<file path="config.mk">
export PLATFORM = sky130hd
export DESIGN_NAME = axis_spi_master_mc
export DESIGN_NICKNAME = d
export VERILOG_FILES = /design/src/rtl/axis_spi_pkg.sv /design/src/rtl/axis_spi_sck_gen.sv /design/src/rtl/axis_spi_master_mc.sv
export SDC_FILE = /design/constraint.sdc
export NUM_CORES = 1
export LEC_CHECK = 0
export ABC_AREA = 1
export BUFFER_PORTS_ARGS = -buffer_cell sky130_fd_sc_hd__buf_2
export CORE_MARGIN = 1
export CORE_UTILIZATION = 49
export DETAILED_ROUTE_END_ITERATION = 12
export PLACE_DENSITY = 0.74
export SYNTH_ARGS = -nofsm -noshare
export SYNTH_HDL_FRONTEND = slang
export SYNTH_SLANG_ARGS = --single-unit
</file>
<file path="constraint.sdc">
create_clock -name clk -period 1.4 [get_ports clk]
set_input_delay 0.42 -clock clk [delete_from_list [all_inputs] [get_ports clk]]
set_output_delay 0.42 -clock clk [all_outputs]
set_load 0.1 [all_outputs]
</file>
<file path="src/rtl/axis_spi_pkg.sv">
// Shared types and elaboration helpers for the AXI-Stream SPI master.
package axis_spi_pkg;

    typedef enum logic [2:0] {
        IDLE,
        SETUP,
        SHIFT,
        WAIT,
        HOLD
    } spi_state_t;

    // Width of the tdest field; a single chip select still needs one bit.
    function automatic int csw(input int n);
        return (n > 1) ? $clog2(n) : 1;
    endfunction

    function automatic bit params_ok(input int dw, input int div, input int ncs,
                                     input int setup, input int hold);
        return (dw >= 8) && (dw <= 32) && (div >= 2) && ((div % 2) == 0) &&
               (ncs >= 1) && (ncs <= 8) && (setup >= 1) && (hold >= 1);
    endfunction

endpackage

</file>
<file path="src/rtl/axis_spi_sck_gen.sv">
// Bit-period counter for the SPI master: leading/trailing edge strobes and the SCK level.
module axis_spi_sck_gen #(
    parameter int CLK_DIV = 4,
    parameter bit CPOL    = 1'b0
) (
    input  logic clk,
    input  logic resetn,
    input  logic en,
    output logic lead,
    output logic trail,
    output logic sck
);
    localparam int CW = $clog2(CLK_DIV);

    logic [CW-1:0] cnt;

    assign lead  = en && (cnt == CW'(CLK_DIV / 2 - 1));
    assign trail = en && (cnt == CW'(CLK_DIV - 1));

    // Disabling parks SCK at its idle level, so SETUP/HOLD/WAIT never see an edge.
    always_ff @(posedge clk) begin
        if (!resetn || !en) begin
            cnt <= '0;
            sck <= CPOL;
        end else begin
            cnt <= trail ? '0 : cnt + 1'b1;
            if (lead || trail)
                sck <= ~sck;
        end
    end

endmodule

</file>
<file path="src/rtl/axis_spi_master_mc.sv">
// AXI-Stream fed multi-CS SPI master with CS setup/hold timing and tlast-delimited frames.
// Define SPI_READBACK_EN to add MISO capture and the m_axis readback stream.
module axis_spi_master_mc
    import axis_spi_pkg::*;
#(
    parameter int DATA_WIDTH = 32,
    parameter int CLK_DIV    = 4,
    parameter int NUM_CS     = 4,
    parameter bit CPOL       = 1'b0,
    parameter bit CPHA       = 1'b0,
    parameter int CS_SETUP   = 2,
    parameter int CS_HOLD    = 2
) (
    input  logic                    clk,
    input  logic                    resetn,
    input  logic [31:0]             s_axis_tdata,
    input  logic [csw(NUM_CS)-1:0]  s_axis_tdest,
    input  logic                    s_axis_tlast,
    input  logic                    s_axis_tvalid,
    output logic                    s_axis_tready,
`ifdef SPI_READBACK_EN
    output logic [31:0]             m_axis_tdata,
    output logic                    m_axis_tvalid,
    input  logic                    m_axis_tready,
    input  logic                    MISO,
`endif
    output logic                    MOSI,
    output logic                    SCK,
    output logic [NUM_CS-1:0]       CS_N,
    output logic                    busy
);
    localparam int DW   = DATA_WIDTH;
    localparam int BW   = $clog2(DATA_WIDTH);
    localparam int TMAX = (CS_SETUP > CS_HOLD) ? CS_SETUP : CS_HOLD;
    localparam int TW   = (TMAX > 1) ? $clog2(TMAX) : 1;

    if (!params_ok(DATA_WIDTH, CLK_DIV, NUM_CS, CS_SETUP, CS_HOLD)) begin : g_bad_params
        $error("axis_spi_master_mc: illegal parameter set");
    end

    spi_state_t     state;
    logic [BW-1:0]  bit_cnt;
    logic [TW-1:0]  tmr;
    logic [DW-1:0]  tx_sh;
    logic [DW-1:0]  word_in;
    logic [DW-1:0]  load_sh;
    logic           frame_last;
    logic           rst_done;
    logic           lead;
    logic           trail;
    logic           shift_evt;
    logic           word_end;
    logic           accept;
    logic           dest_ok;
    logic           rx_full;
    logic           unused_tdata;

    assign unused_tdata  = ^s_axis_tdata;
    assign word_in       = s_axis_tdata[DW-1:0];
    // CPHA=0 presents the MSB at load time, so the shift register starts one bit ahead.
    assign load_sh       = CPHA ? word_in : (word_in << 1);
    assign shift_evt     = CPHA ? lead : trail;
    assign word_end      = (state == SHIFT) && trail && (bit_cnt == BW'(DW - 1));
    assign s_axis_tready = rst_done && ((state == IDLE) || (state == WAIT)) && !rx_full;
    assign accept        = s_axis_tvalid && s_axis_tready;
    assign dest_ok       = 32'(s_axis_tdest) < NUM_CS;
    assign busy          = (state != IDLE);

    axis_spi_sck_gen #(
        .CLK_DIV (CLK_DIV),
        .CPOL    (CPOL)
    ) u_sck_gen (
        .clk    (clk),
        .resetn (resetn),
        .en     (state == SHIFT),
        .lead   (lead),
        .trail  (trail),
        .sck    (SCK)
    );

    always_ff @(posedge clk) begin
        if (!resetn) begin
            state      <= IDLE;
            CS_N       <= '1;
            MOSI       <= 1'b0;
            tx_sh      <= '0;
            bit_cnt    <= '0;
            tmr        <= '0;
            frame_last <= 1'b0;
            rst_done   <= 1'b0;
        end else begin
            rst_done <= 1'b1;
            case (state)
                IDLE: begin
                    if (accept && dest_ok) begin
                        state      <= SETUP;
                        CS_N       <= ~(NUM_CS'(1) << s_axis_tdest);
                        tmr        <= '0;
                        frame_last <= s_axis_tlast;
                        tx_sh      <= load_sh;
                        if (!CPHA)
                            MOSI <= word_in[DW-1];
                    end
                end
                SETUP: begin
                    if (tmr == TW'(CS_SETUP - 1))
                        state <= SHIFT;
                    else
                        tmr <= tmr + 1'b1;
                end
                SHIFT: begin
                    if (shift_evt) begin
                        MOSI  <= tx_sh[DW-1];
                        tx_sh <= tx_sh << 1;
                    end
                    if (trail) begin
                        if (word_end) begin
                            bit_cnt <= '0;
                            tmr     <= '0;
                            state   <= frame_last ? HOLD : WAIT;
                        end else begin
                            bit_cnt <= bit_cnt + 1'b1;
                        end
                    end
                end
                WAIT: begin
                    // Continuation beats keep the frame's chip select; tdest is ignored.
                    if (accept) begin
                        state      <= SHIFT;
                        frame_last <= s_axis_tlast;
                        tx_sh      <= load_sh;
                        if (!CPHA)
                            MOSI <= word_in[DW-1];
                    end
                end
                HOLD: begin
                    if (tmr == TW'(CS_HOLD - 1)) begin
                        state <= IDLE;
                        CS_N  <= '1;
                    end else begin
                        tmr <= tmr + 1'b1;
                    end
                end
                default: state <= IDLE;
            endcase
        end
    end

`ifdef SPI_READBACK_EN
    logic [DW-1:0] rx_sh;
    logic [DW-1:0] rx_next;
    logic          sample;

    assign sample        = CPHA ? trail : lead;
    assign rx_next       = sample ? {rx_sh[DW-2:0], MISO} : rx_sh;
    assign m_axis_tvalid = rx_full;

    always_ff @(posedge clk) begin
        if (!resetn) begin
            rx_sh        <= '0;
            rx_full      <= 1'b0;
            m_axis_tdata <= '0;
        end else begin
            rx_sh <= rx_next;
            if (word_end) begin
                m_axis_tdata <= 32'(rx_next);
                rx_full      <= 1'b1;
            end else if (m_axis_tready) begin
                rx_full <= 1'b0;
            end
        end
    end
`else
    assign rx_full = 1'b0;
`endif

endmodule
</file>
# After elaboration in Yosys (flattened, before gate mapping)
# Cells that the tools add are included.
# word_totals
reg_bits	51
inputBits	38
out_inout_bits	8
# op_classes
n_addsub	3
eq_ne	14
n_shift	1
mux	24
bitwise	2
n_reduce_logical	25
# ops
op	n
32-bit two-way mux	2
32-bit case mux with 2 select lines	1
3-bit two-way mux	7
3-bit case mux with 5 select lines	1
2-bit != test (second input constant)	6
4-bit two-way mux	2
4-bit case mux with 2 select lines	1
1-bit two-way mux	7
3-bit by 2-bit equality test with 1-bit output (second input constant)	2
1-bit logical AND	6
3-bit AND reduction	2
6-bit AND reduction	1
3-bit nonzero test	2
2-bit OR reduction	3
5-bit by 1-bit adder with 5-bit output (second input constant)	1
5-bit equality test (second input constant)	1
5-bit two-way mux	1
4-bit inverter	1
2-bit AND reduction	2
4-bit AND reduction	1
2-bit nonzero test	2
1-bit by 2-bit << shifter with 4-bit output (first input constant)	1
3-bit by 1-bit equality test with 1-bit output (second input constant)	1
3-bit equality test (second input constant)	1
other kinds (11)	14

# Longest topological paths before layout
# depth
word_depth	7
depth_mapped	10

# Modules after synthesis
# From an unflattened synthesis, not the netlist that was laid out.
# hier_totals
cells_unflattened	372
area_unflattened_um2	2428.6
# modules_own_cells
module	n_inst	cells_each	area_each_um2
axis_spi_master_mc	1	353	2285.9
axis_spi_sck_gen	1	19	142.6

# Worst setup path after synthesis
# Ideal clock, no wire load.
# synth_timing
path_kind	reg2out
start	register state[0]
end	output s_axis_tready
arrival_time_ns	2.491
required_time_ns	0.980
slack_ns	-1.511
stages_incl_launch_ff	5
path_buffers	1
cell_sequence	dfxtp_1 nor2_2 nand2_2 buf_2 a21oi_1
# synth_between
elab_chain_len	3
word_cells_on_any_way	4
classes_between	eq/ne (1); reduce/logical (3)
# synth_lines
item	line_no	text
start: declaration	axis_spi_master_mc.sv:41	spi_state_t state;
start signal: assignment	axis_spi_master_mc.sv:120	state <= frame_last ? HOLD : WAIT;
3-bit by 2-bit equality test with 1-bit output or 3-bit logical NOT (tied branches)	axis_spi_master_mc.sv:64	assign s_axis_tready = rst_done && ((state == IDLE) || (state == WAIT)) && !rx_full;
1-bit logical OR (*)	axis_spi_master_mc.sv:64	
1-bit logical AND (*)	axis_spi_master_mc.sv:64	
end: declaration	axis_spi_master_mc.sv:20	output logic s_axis_tready,
# Every way passes the cells marked *; elsewhere a longest branch is shown, timed or not.

# Worst setup path after layout
# layout_timing
start	register state[1]
end	output s_axis_tready
# The elaborated chain is that of the path after synthesis.

==> results.sh <==
export IMPL_drt_total_wl_um=5920
export IMPL_numPlacedInstances=494
export IMPL_finClkSkew_ns=0.00542
export IMPL_dp_hpwl_um=3930
export IMPL_max_clock_freq_mhz=607
export IMPL_hold_path_class="in2reg"
export IMPL_critPathMaxStageDelay_ns=0.36
export IMPL_setup_viol=41
export IMPL_status="complete, but fails checks"
export IMPL_routabilityCongestion=0.857
export IMPL_wl_per_cell_um=11.6
export IMPL_die_height_um=73.8
export IMPL_rsz0062_at_grt="yes"
export IMPL_cts_sinks=50
export IMPL_rows=25
export IMPL_synth_seq_cells=50
export IMPL_total_power_mw=5.81
export IMPL_fp_coreArea_um2=4850
export IMPL_drc=0
export IMPL_p_leak_nw=1.52
export IMPL_drv_slew=0
export IMPL_syn_num_nets=422
export IMPL_worst_slew_pin_slew_ns=0.341
export IMPL_power_density_nw_per_um2=1720
export IMPL_start_util_pct=52.1
export IMPL_cts_buffer_depth=2
export IMPL_fin_cells=511
export IMPL_die_area_um2=5450
export IMPL_track_usage_pct=22.6
export IMPL_synth_cell_types=23
export IMPL_overflow=0
export IMPL_cp_data_arrival_time_ns=1.23
export IMPL_worst_slack_ns=-0.248
export IMPL_grt_start_max_net_pins=33
export IMPL_nets=485
export IMPL_cpLargestDelayFamily="flip-flops"
export IMPL_syn_inst=380
export IMPL_port_buffer_count=45
export IMPL_cts_made_buffers=5
export IMPL_grt_first_pass_wirelength_um=9650
export IMPL_vias=2635
export IMPL_path_cells="nor2_4 -> nand2_4 -> a21oi_4 -> buf_12"
export IMPL_dr_pass1_iters=4
export IMPL_critPathRequiredTime_ns=0.98
export IMPL_drive_gt1_share_pct=25.9
export IMPL_ant_nets=0
export IMPL_final_common_cell="nand2_1"
export IMPL_fin_crit_sh_pct=118
export IMPL_syn_area_um2=2530
export IMPL_min_period_ns=1.65
export IMPL_vias_per_cell=5.16
export IMPL_cap_viol_max_count=0
export IMPL_hold_violations=0
export IMPL_holdBufCountCts=0
export IMPL_die_width_um=73.8
export IMPL_num_antenna_cells=0
export IMPL_slew_limit_headroom_pct=77.2
export IMPL_cp_slowest_cell="dfxtp_2"
export IMPL_clk_pin_slew_ns=0.09
export IMPL_clockRootBuffer="clkbuf_8"
export IMPL_yosysWarningCount=0
export IMPL_layout_common_cells="nand2_1 (116), nand3_1 (81), dfxtp_1 (45)"
export IMPL_final_area_um2=3370
export IMPL_worstSkewPairLatency_ns=0.30
export IMPL_critical_path_class="reg2out"
export IMPL_end_kind="primary output"
export IMPL_first_global_vias=2304
export IMPL_num_io_pins=46
export IMPL_violations="negative setup slack"
export IMPL_synth_avg_cell_area_um2=6.65
export IMPL_critical_path_buf_inv_count=1
export IMPL_crit_path_start_kind="flop"
export IMPL_cts_tree="built"
export IMPL_ys_seq_area_share_pct=39.6
export IMPL_fillers=402
export IMPL_ir_drop_v=0.00107
export IMPL_antenna_found_initial=0
export IMPL_worst_path_max_fanout=3
export IMPL_cts_htree_levels=2
export IMPL_areaGrowthSynthToFinish_pct=33.5
export IMPL_drt_initial_drc_count=175
export IMPL_dpl_cell_area_um2=3150
==> logic make-up (layout without fill, tap and decap cells) <==
kind of cell,after synthesis,count (layout),synth area share (%)
AO/OA/AOI/OAI,42,42,8.32
XOR/XNOR,1,1,0.347
adder cells (fa/ha/maj),4,4,1.98
buffers and inverters,42,106,7.67
flip-flops,50,50,39.6
AND/OR/NAND/NOR,241,241,42.1
==> per-stage QoR <==
stage                     hold WS, ns  utilization, %  TNS (ns)  setup slack, ns
after floorplan                 0.421               -    -0.352           -0.352
after global placement          0.438            64.9   -0.0635          -0.0215
after detailed placement        0.441            64.9    -0.436          -0.0533
after CTS                       0.387            68.0     -3.89           -0.245
after global routing            0.400            69.6     -6.67           -0.298
final                           0.392            69.6     -2.65           -0.248
==> path summary, 6_finish.rpt <==
check                                       from               end  slack (ns)  cells past startpoint
worst max-delay path                    state[1]     s_axis_tready       -0.25                      4
worst min-delay path                      resetn        bit_cnt[0]        0.39                      3
worst max register to register        bit_cnt[0]          state[1]       -0.09                     10
worst min register to register  u_sck_gen.cnt[0]  u_sck_gen.cnt[0]        0.45                      1
==> registers in the layout, summed over array words and instances (netlist names) <==
| name | count |
|---|---|
| u_sck_gen.sck | 1 |
| tmr | 1 |
| MOSI | 1 |
| u_sck_gen.cnt | 2 |
| bit_cnt | 5 |
| rst_done | 1 |
| state | 3 |
| CS_N | 4 |
| tx_sh | 31 |
| frame_last | 1 |
==> report_power, final <==
group          switching, mW  internal [mW]
Clock                  0.475          0.354
Sequential             0.180           1.66
Combinational           1.90           1.25
Total                   2.55           3.26
==> routing by layer <==
| layer | global-route usage (%) | routed length [um] |
|---|---|---|
| met2 | 39.1 | 2960 |
| met3 | 4.66 | 315 |
| met1 | 27.7 | 2590 |
| met5 | 0 | 0 |
| met4 | 7.91 | 52 |
==> cells in the mapped netlist <==
cell      instances  share of area [%]
nand2_1         121                 18
nand3_1          82                 16
dfxtp_1          50                 40
a21oi_1          36                7.1
nor2_1           23                3.4
inv_1            17                2.5
buf_2             8                1.6
o21ai_0           6                1.2
buf_4             5                1.5
clkbuf_1          5               0.74
nor3_1            5               0.99
buf_1             4               0.59
ha_1              4                2.0
nand4_1           3               0.74
nand2_2           2               0.49
nand2_4           2               0.89
buf_6             1               0.45
clkinv_1          1               0.15
inv_2             1               0.15
nand3_2           1               0.40
nand3_4           1               0.69
nor2_2            1               0.25
xor2_1            1               0.35
==> what timing repair did <==
item / in CTS / in global routing
gates cloned: 0 / 0
buffers inserted: 6 / 3
resized for setup: 9 / 17
setup endpoints to repair: 36 / 48
pin swaps: 5 / 11
==> area by class of cell <==
class	count	area, um2	area share [%]
multi-input combinational	288	1420	42.0
sequential	50	1010	29.9
timing repair buffer	79	703	20.8
tap	67	83.8	2.49
inverter	19	73.8	2.19
clock buffer	6	72.6	2.15
clock inverter	2	13.8	0.408
==> tightest hold or removal path: cells and delay by family <==
kind | cells | cell delay (ns)
AND/OR/NAND/NOR | 1 | 0.05
buffers and inverters | 2 | 0.18
(Power assumes the default switching activity.)
